## src/rtl/ram_port_ctrl.sv

```systemverilog
// rtl/ram_port_ctrl.sv - single-outstanding request sequencer for one dual_port_ram port (option: RAM_PORT_CTRL_STATS_EN)
module ram_port_ctrl #(
    parameter int ADDR_W   = 8,
    parameter int DATA_W   = 32,
    parameter int READ_LAT = 1
) (
    input  logic              clk,
    input  logic              rst,
    input  logic              req_valid,
    output logic              req_ready,
    input  logic              req_we,
    input  logic [ADDR_W-1:0] req_addr,
    input  logic [DATA_W-1:0] req_wdata,
    output logic              rsp_valid,
    input  logic              rsp_ready,
    output logic [ADDR_W-1:0] rsp_addr,
    output logic [DATA_W-1:0] rsp_rdata,
    output logic              ram_en,
    output logic              ram_we,
    output logic [ADDR_W-1:0] ram_addr,
    output logic [DATA_W-1:0] ram_wdata,
    input  logic [DATA_W-1:0] ram_rdata,
    output logic              busy
`ifdef RAM_PORT_CTRL_STATS_EN
    ,
    output logic [15:0]       wr_count,
    output logic [15:0]       rd_count
`endif
);

    generate
        if (READ_LAT < 1 || READ_LAT > 4) begin : g_bad_read_lat
            $error("ram_port_ctrl: READ_LAT must be in 1..4");
        end
    endgenerate

    typedef enum logic [2:0] {
        S_IDLE,
        S_WR,
        S_RD,
        S_WAIT,
        S_RSP
    } state_t;

    localparam logic [2:0] WAIT_INIT = 3'(READ_LAT - 1);

    state_t     state;
    logic [2:0] wait_cnt;

    // Gated by rst so nothing is accepted in the reset cycle itself.
    assign req_ready = (state == S_IDLE) && !rst;
    assign busy      = (state != S_IDLE);

    always_ff @(posedge clk) begin
        if (rst) begin
            state     <= S_IDLE;
            wait_cnt  <= 3'd0;
            rsp_valid <= 1'b0;
            rsp_addr  <= '0;
            rsp_rdata <= '0;
            ram_en    <= 1'b0;
            ram_we    <= 1'b0;
            ram_addr  <= '0;
            ram_wdata <= '0;
        end else begin
            case (state)
                S_IDLE: begin
                    if (req_valid) begin
                        ram_en   <= 1'b1;
                        ram_addr <= req_addr;
                        if (req_we) begin
                            ram_we    <= 1'b1;
                            ram_wdata <= req_wdata;
                            state     <= S_WR;
                        end else begin
                            ram_we <= 1'b0;
                            state  <= S_RD;
                        end
                    end
                end
                S_WR: begin
                    ram_en <= 1'b0;
                    ram_we <= 1'b0;
                    state  <= S_IDLE;
                end
                S_RD: begin
                    ram_en   <= 1'b0;
                    wait_cnt <= WAIT_INIT;
                    state    <= S_WAIT;
                end
                S_WAIT: begin
                    // ram_addr still holds the read address, so it doubles as rsp_addr.
                    if (wait_cnt == 3'd0) begin
                        rsp_rdata <= ram_rdata;
                        rsp_addr  <= ram_addr;
                        rsp_valid <= 1'b1;
                        state     <= S_RSP;
                    end else begin
                        wait_cnt <= wait_cnt - 3'd1;
                    end
                end
                S_RSP: begin
                    if (rsp_ready) begin
                        rsp_valid <= 1'b0;
                        state     <= S_IDLE;
                    end
                end
                default: begin
                    ram_en    <= 1'b0;
                    ram_we    <= 1'b0;
                    rsp_valid <= 1'b0;
                    state     <= S_IDLE;
                end
            endcase
        end
    end

`ifdef RAM_PORT_CTRL_STATS_EN
    always_ff @(posedge clk) begin
        if (rst) begin
            wr_count <= 16'd0;
            rd_count <= 16'd0;
        end else begin
            if (state == S_WR && wr_count != 16'hFFFF) wr_count <= wr_count + 16'd1;
            if (state == S_RD && rd_count != 16'hFFFF) rd_count <= rd_count + 16'd1;
        end
    end
`endif

endmodule

```

## config.mk

```make
export PLATFORM = sky130hd
export DESIGN_NAME = ram_port_ctrl
export DESIGN_NICKNAME = d
export VERILOG_FILES = /design/src/rtl/ram_port_ctrl.sv
export SDC_FILE = /design/constraint.sdc
export NUM_CORES = 1
export LEC_CHECK = 0
export CORE_MARGIN = 8
export CORE_UTILIZATION = 42
export CTS_BUF_LIST = sky130_fd_sc_hd__clkbuf_16
export DETAILED_ROUTE_END_ITERATION = 16
export PLACE_DENSITY = 0.8
export RECOVER_POWER = 100
export SETUP_SLACK_MARGIN = 0.2
export SYNTH_ARGS = -nofsm -noshare
export SYNTH_HDL_FRONTEND = slang
export SYNTH_SLANG_ARGS = --single-unit
```

## constraint.sdc

```tcl
create_clock -name clk -period 1.9 [get_ports clk]
set_input_delay 0.19 -clock clk [delete_from_list [all_inputs] [get_ports clk]]
set_output_delay 0.19 -clock clk [all_outputs]
set_load 0.01 [all_outputs]
```

# --- After elaboration in Yosys (flattened, before gate mapping) ---
# Cells that the tools add are included.
word_totals:
  output_inout_bits: 85
  register_bits: 89
classes:
  n_eq_ne: 8
  muxes: 15
  bitwise: 3
  reduce_logical: 17
  n_addsub: 1
op_table:
  columns: ["cell", "count"]
  rows:
  - ["$mux 3", 4]
  - ["$pmux 3 s4", 1]
  - ["$reduce_and 2->1", 5]
  - ["$reduce_and 3->1", 3]
  - ["$ne 2x2->1 const B", 4]
  - ["$eq 3x2->1 const B", 2]
  - ["$logic_not 3->1", 2]
  - ["$pmux 3 s2", 1]
  - ["$reduce_or 3->1", 2]
  - ["$mux 1", 5]
  - ["$pmux 1 s2", 2]
  - ["$eq 3x1->1 const B", 1]
  - ["$eq 3x3->1 const B", 1]
  - ["$not 1->1", 3]
  - ["$pmux 1 s3", 1]
  - ["$reduce_bool 3->1", 1]
  - ["$sub 3x1->3 const B", 1]
  - ["$mux 2", 1]
  - ["$reduce_bool 2->1", 1]
  - ["$reduce_or 2->1", 1]
  - ["$logic_and 1x1->1", 1]
  - ["$logic_not 1->1", 1]

# --- Longest topological paths before layout ---
# Gate-level depths: netlist (run 1).
logic_depth:
  word_depth: 4
  mapped_depth: 8
  mapped_depth_nobuf: 6

# --- Worst setup path before layout (run 1) ---
# No wires, ideal clock.
synth_path:
  path_type: "reg-to-reg"
  start: "reg wait_cnt[0]"
  end: "reg state[2]"
  n_path_buf: 2
  path_stages_with_launch: 9
  path_slack_ns: 0.422
  arrival_ns: 1.350
  required_time_ns: 1.772
  cell_sequence: "dfxtp_1 -> inv_1 -> ha_1 -> ha_1 -> and4b_1 -> clkbuf_1 -> buf_2 -> a21oi_1 -> nor2_1"
synth_via:
  elab_chain_cells: 3
synth_lines:
  columns: ["item", "line_no", "text"]
  rows:
  - ["start, declared", "48", "logic [2:0] wait_cnt;"]
  - ["start signal, assigned", "99", "wait_cnt <= wait_cnt - 3'd1;"]
  - ["$logic_not 3->1", "93", "if (wait_cnt == 3'd0) begin"]
  - ["$ne 2x2->1 (no line)", null, null]
  - ["$reduce_and 3->1 (no line)", null, null]
  - ["end signal, assigned", "89", "state <= S_WAIT;"]
  - ["end signal, assigned", "97", "state <= S_RSP;"]
  - ["end signal, assigned", "105", "state <= S_IDLE;"]
  - ["end, declared", "47", "state_t state;"]
# Every way passes these cells.
# A chain may end at the register's enable or synchronous reset.

# --- Worst setup path after layout (run 1) ---
layout_path:
  start: "reg state[2]"
  end: "out req_ready"
layout_via:
  elab_chain_cells: 2
layout_lines:
  columns: ["item", "line_no", "text"]
  rows:
  - ["start signal, assigned", "56", "state <= S_IDLE;"]
  - ["start signal, assigned", "74", "state <= S_WR;"]
  - ["start signal, assigned", "77", "state <= S_RD;"]
  - ["$logic_not 3->1", "51", "assign req_ready = (state == S_IDLE) && !rst;"]
  - ["$logic_and 1x1->1", "51", null]
  - ["end, declared", "10", "output logic req_ready,"]
# Every way passes these cells.

==> impl_metrics.json, run 1 <==
{
  "status": "finished clean",
  "areaGrowthSynthToFinish_pct": 53.51,
  "report.final.hold_viol_count": 0,
  "dieHeight_um": 109.0,
  "drt-vias-per-instance": 4.804,
  "final_min_period_over_clock_period_pct": 88.40,
  "tritoncts": "built",
  "min_path_type": "input port to register",
  "peakVddDrop_mv": 0.4366,
  "synth_top_area_share_pct": 49.00,
  "nNetsFinal": 641,
  "postSynthRegisterBits": 89,
  "cap_violations": 0,
  "cts_max_level": 3,
  "final-setup-viol-count": 0,
  "cts_num_sinks": 89,
  "totalPowerFinal_mw": 4.399,
  "detail_route.wl_per_cell_um": 14.73,
  "cell_area_after_synthesis_sq_mm": 0.003636,
  "critical_path.max_fanout": 3,
  "cts_buffers": 9,
  "cpLargestDelayFamily": "simple AND/OR/NAND/NOR gates",
  "cts_repair_resize_count": 2,
  "timing_worst_slew_pin_value_ps": 540.7,
  "synthDominantAreaCellType": "sky130_fd_sc_hd__dfxtp_1",
  "rows": 34,
  "antennaDiodeCount": 0,
  "post_synthesis_net_count": 488,
  "power.leakage_nw": 2.233,
  "pin_count_of_the_biggest_net_entering_global_routing": 75,
  "path_buf_inv": 1,
  "placement.cell_area_sq_mm": 0.005294,
  "finalWorstSetupSlack_ps": 220.4,
  "crit_end_element": "primary output",
  "synth_edf_count": 0,
  "gr-total-overflow": 0,
  "grt.total_usage_pct": 16.72,
  "cp_data_required_time_ps": 1710,
  "timing.setup.critical_path_class": "register to primary output",
  "design.core.area_sq_mm": 0.008551,
  "drc": 0,
  "synth.area.top_cells": "sky130_fd_sc_hd__dfxtp_1 (49%), sky130_fd_sc_hd__nand2b_1 (12%), sky130_fd_sc_hd__nand2_1 (10%)",
  "wl_um": 9928,
  "dr_total_vias": 3238,
  "cts_root_buffer": "sky130_fd_sc_hd__clkbuf_16",
  "synth_cell_type_count": 30,
  "crit_slowest_cell": "sky130_fd_sc_hd__or3_1",
  "worstPathCellList": "or3_1 -> nor2_1 -> dlygate4sd2_1",
  "floorplan.io_pins": 162,
  "dp_hpwl_um": 7463,
  "whs_ps": 242.3,
  "fmax_mhz": 595.4,
  "initial_core_util_pct": 42.52,
  "rsz0062_at_grt": "no",
  "final.setup_skew_ps": 7.823,
  "synth_most_common_cell": "sky130_fd_sc_hd__nand2_1",
  "cts_stage_hold_buffer_count": 0,
  "final-max-slew-violation-count": 0,
  "grt_antenna_before_repair": 0,
  "synth_area_per_cell_sq_um": 8.890,
  "drt_pass1_iterations": 4,
  "final_period_minus_worst_setup_slack_ps": 1680,
  "maxSlewHeadroom_pct": 63.96,
  "placedCellCount": 659,
  "place_congestion": 0.7562,
  "yosys_warn_count": 0,
  "first_global_vias": 3316,
  "layout.cells.non_filler": 674,
  "cts_setup_buffers": 0,
  "power_per_cell_area_mw_per_mm2": 788.1,
  "worst_ep_arrival_time_ps": 1490,
  "final_sum_of_negative_setup_slack_ps": 0,
  "antenna_left": 0,
  "clockBufferDepth": 2,
  "finish.instance_area_sq_mm": 0.005582,
  "synth_top_flop_cell": "sky130_fd_sc_hd__dfxtp_1",
  "dp_worst_setup_slack_ps": 222.9,
  "first_iter_violations": 117,
  "placement.io_buffers": 161,
  "insertion_delay_ps": 320,
  "ys_seq_area_share_pct": 49.00,
  "final_core_utilization_pct": 65.28,
  "die_width_um": 109.0,
  "timing.critical_path.from_type": "register",
  "post_route_cells_drive_above_1_share_pct": 4.594,
  "die_area_sq_mm": 0.01189,
  "post_synthesis_cell_count": 409,
  "synth_common_cells": "sky130_fd_sc_hd__nand2_1 (100), sky130_fd_sc_hd__dfxtp_1 (89), sky130_fd_sc_hd__nand2b_1 (70)",
  "clkSlewWorstSetupHoldPaths_ps": 60,
  "wire_length_of_the_first_global_routing_pass_um": 16030,
  "synthArstFlopShare_pct": 0,
  "critical-path-max-stage-delay_ps": 480
}
-- sequential cells by signal, summed over array words and instances (netlist names) --
register	count
wait_cnt	3
ram_en	1
ram_addr	8
rsp_addr	8
ram_we	1
state	3
rsp_valid	1
ram_wdata	32
rsp_rdata	32
-- kinds of logic (layout without fill, tap and decap cells) --
group           after synthesis  in the layout  share of synthesized area [%]
compound gates               65             65                          9.360
buf+inv                      34            191                          5.575
flops                        89             89                          49.00
fa+ha+maj                     2              2                         0.6881
mux                          33             33                          9.085
simple gates                186            186                          26.29
-- tightest hold or removal path: stages --
cell and delay [ps]:
sky130_fd_sc_hd__buf_2 150, sky130_fd_sc_hd__nand2b_1 120, sky130_fd_sc_hd__mux2i_1 60
-- layer usage --
layer | track usage [%] | vias to the layer above | share of wire (%) | wire length, um
li1 | - | 1634 | - | -
met1 | 18.34 | 1469 | 40 | 3958
met2 | 26.43 | 129 | 45 | 4436
met3 | 10.22 | 6 | 15 | 1465
met4 | 4.985 | 0 | 0.68 | 68
met5 | 0 | - | 0 | 0
-- final cells by class --
class | count | area [sq um]
repair buffers | 171 | 1713
well taps | 108 | 135.1
multi-input cells | 286 | 1647
inverters | 5 | 18.77
clock inverters | 6 | 61.31
fillers | 716 | 2969
clock buffers | 9 | 225.2
flip-flops and latches | 89 | 1782
-- placed cells by master (no fill, tap or decap), types with 5 or more instances in the layout --
master / n
sky130_fd_sc_hd__a21oi_1: 56
sky130_fd_sc_hd__buf_4: 6
sky130_fd_sc_hd__clkbuf_16: 9
sky130_fd_sc_hd__clkdlybuf4s50_1: 75
sky130_fd_sc_hd__dfxtp_1: 89
sky130_fd_sc_hd__dlygate4sd3_1: 83
sky130_fd_sc_hd__inv_1: 6
sky130_fd_sc_hd__mux2i_1: 33
sky130_fd_sc_hd__nand2_1: 100
sky130_fd_sc_hd__nand2b_1: 70
sky130_fd_sc_hd__o21ai_0: 5
-- path summary, 6_finish.rpt --
check | startpoint | endpoint | slack, ps | cells past startpoint
max reg2reg | state[2] | ram_addr[3] | 240 | 4
min reg2reg | rsp_rdata[26] | rsp_rdata[26] | 450 | 2
min | rst | ram_wdata[24] | 240 | 3
max | state[2] | req_ready | 220 | 3
-- report_power, final --
group	internal [mW]	switching, mW
clock	1.00	0.688
sequential	1.96	0.0463
combinational	0.393	0.313
(Power assumes the default switching activity.)
==> run 2, diff against run 1 <==
- CORE_UTILIZATION: 42 -> 62
- DONT_BUFFER_PORTS: unset -> 1
- PLACE_DENSITY: 0.8 -> 0.78
==> run 2 against run 1 <==
Setup slack better by 83 ps. Non-clock buffer count is 136 lower. Critical path depth decreased by 1. Critical path type unchanged. Largest cell class unchanged.
==> impl_metrics.json, run 2 (synthesis gave the netlist of run 1 again) <==
{
  "final_period_minus_worst_setup_slack_ps": 1596,
  "whs_ps": 7.335,
  "cts_num_sinks": 89,
  "cap_violations": 0,
  "placement.cell_area_sq_mm": 0.003628,
  "status": "finished clean",
  "wl_um": 8683,
  "drt-vias-per-instance": 5.438,
  "areaGrowthSynthToFinish_pct": 15.86,
  "crit_slowest_cell": "sky130_fd_sc_hd__or3_1",
  "design.core.area_sq_mm": 0.005781,
  "power.leakage_nw": 1.479,
  "min_path_type": "input port to register",
  "cts_buffers": 9,
  "insertion_delay_ps": 320,
  "placement.io_buffers": 0,
  "cp_data_required_time_ps": 1710,
  "worstPathCellList": "or3_1 -> nor2_1",
  "floorplan.io_pins": 162,
  "peakVddDrop_mv": 0.7448,
  "final.setup_skew_ps": 8.379,
  "place_congestion": 0.7439,
  "post_route_cells_drive_above_1_share_pct": 5.349,
  "antennaDiodeCount": 0,
  "top_regs": "ram_wdata x32, rsp_rdata x32",
  "gr-total-overflow": 0,
  "worst_ep_arrival_time_ps": 1410,
  "first_global_vias": 2674,
  "rows": 28,
  "drc": 0,
  "clockBufferDepth": 2,
  "cts_repair_resize_count": 0,
  "nNetsFinal": 505,
  "timing.setup.critical_path_class": "register to primary output",
  "report.final.hold_viol_count": 0,
  "timing.critical_path.from_type": "register",
  "crit_end_element": "primary output",
  "final_sum_of_negative_setup_slack_ps": 0,
  "pin_count_of_the_biggest_net_entering_global_routing": 69,
  "final_cell_mix": "sky130_fd_sc_hd__nand2_1 (100), sky130_fd_sc_hd__dfxtp_1 (89), sky130_fd_sc_hd__nand2b_1 (70)",
  "fmax_mhz": 626.5,
  "die_area_sq_mm": 0.008571,
  "dp_hpwl_um": 5838,
  "grt_antenna_before_repair": 0,
  "placedCellCount": 461,
  "dieHeight_um": 92.58,
  "antenna_left": 0,
  "die_width_um": 92.58,
  "clkSlewWorstSetupHoldPaths_ps": 60,
  "final-max-slew-violation-count": 0,
  "drt_pass1_iterations": 4,
  "final-setup-viol-count": 0,
  "cts_max_level": 3,
  "grt.total_usage_pct": 19.47,
  "cts_root_buffer": "sky130_fd_sc_hd__clkbuf_16",
  "detail_route.wl_per_cell_um": 17.19,
  "timing_worst_slew_pin_value_ps": 491.7,
  "maxSlewHeadroom_pct": 67.08,
  "dr_total_vias": 2746,
  "rsz0062_at_grt": "no",
  "finish.instance_area_sq_mm": 0.004213,
  "first_iter_violations": 104,
  "wire_length_of_the_first_global_routing_pass_um": 13580,
  "critical_path.max_fanout": 7,
  "final_min_period_over_clock_period_pct": 84.01,
  "tritoncts": "built",
  "initial_core_util_pct": 62.90,
  "critical-path-max-stage-delay_ps": 480,
  "power_per_cell_area_mw_per_mm2": 989.5,
  "layout.cells.non_filler": 505,
  "most_common_cell_after_layout_fill_and_taps_aside": "sky130_fd_sc_hd__nand2_1"
}
-- run 2: metal layers --
layer | GRT usage [%] | wire length (um) | vias to the layer above | share of wire [%]
met5 | 0 | 0 | - | 0
li1 | - | - | 1360 | -
met2 | 32.66 | 4242 | 111 | 49
met3 | 10.28 | 1100 | 12 | 13
met1 | 20.34 | 3199 | 1263 | 37
met4 | 6.980 | 141 | 0 | 1.6
-- run 2: through the flow --
step,utilization (%),setup WS (ps),total power [mW]
floorplan,-,422.0,2.398
global placement,62.77,403.4,2.415
detailed placement,62.77,314.3,2.429
CTS,72.86,295.7,4.210
global route,72.88,211.3,4.347
finish,72.88,303.8,4.169
-- run 2: layout make-up --
class,instances,area [sq um]
sequential,89,1782
multi-input combinational,286,1647
fill,456,1568
timing repair buffer,35,379.1
clock buffer,9,225.2
tap,75,93.84
clock inverter,6,67.56
inverter,5,18.77
-- run 2: power breakdown --
| group | switching [mW] | internal (mW) |
|---|---|---|
| Sequential | 0.111 | 1.96 |
| Clock | 0.701 | 1.02 |
| Combinational | 0.196 | 0.187 |
| Total | 1.01 | 3.16 |
-- run 2: worst max-delay path, delay by kind of cell, from the launching register on --
| family | cells | cell delay (ps) |
|---|---|---|
| simple gates | 2 | 730 |
| flops | 1 | 360 |
-- run 2: final timing paths --
check / end / slack (ps) / startpoint / cells past startpoint
setup / recovery: req_ready / 300 / state[1] / 2
hold / removal: rsp_rdata[23] / 7 / ram_rdata[23] / 2
hold reg to reg: wait_cnt[1] / 480 / wait_cnt[1] / 2
setup reg to reg: state[1] / 310 / wait_cnt[0] / 6
-- run 2: timing repair --
item	in CTS	in global routing
hold buffers	28	1
buffers inserted	0	0
endpoints found under the hold margin	56	1
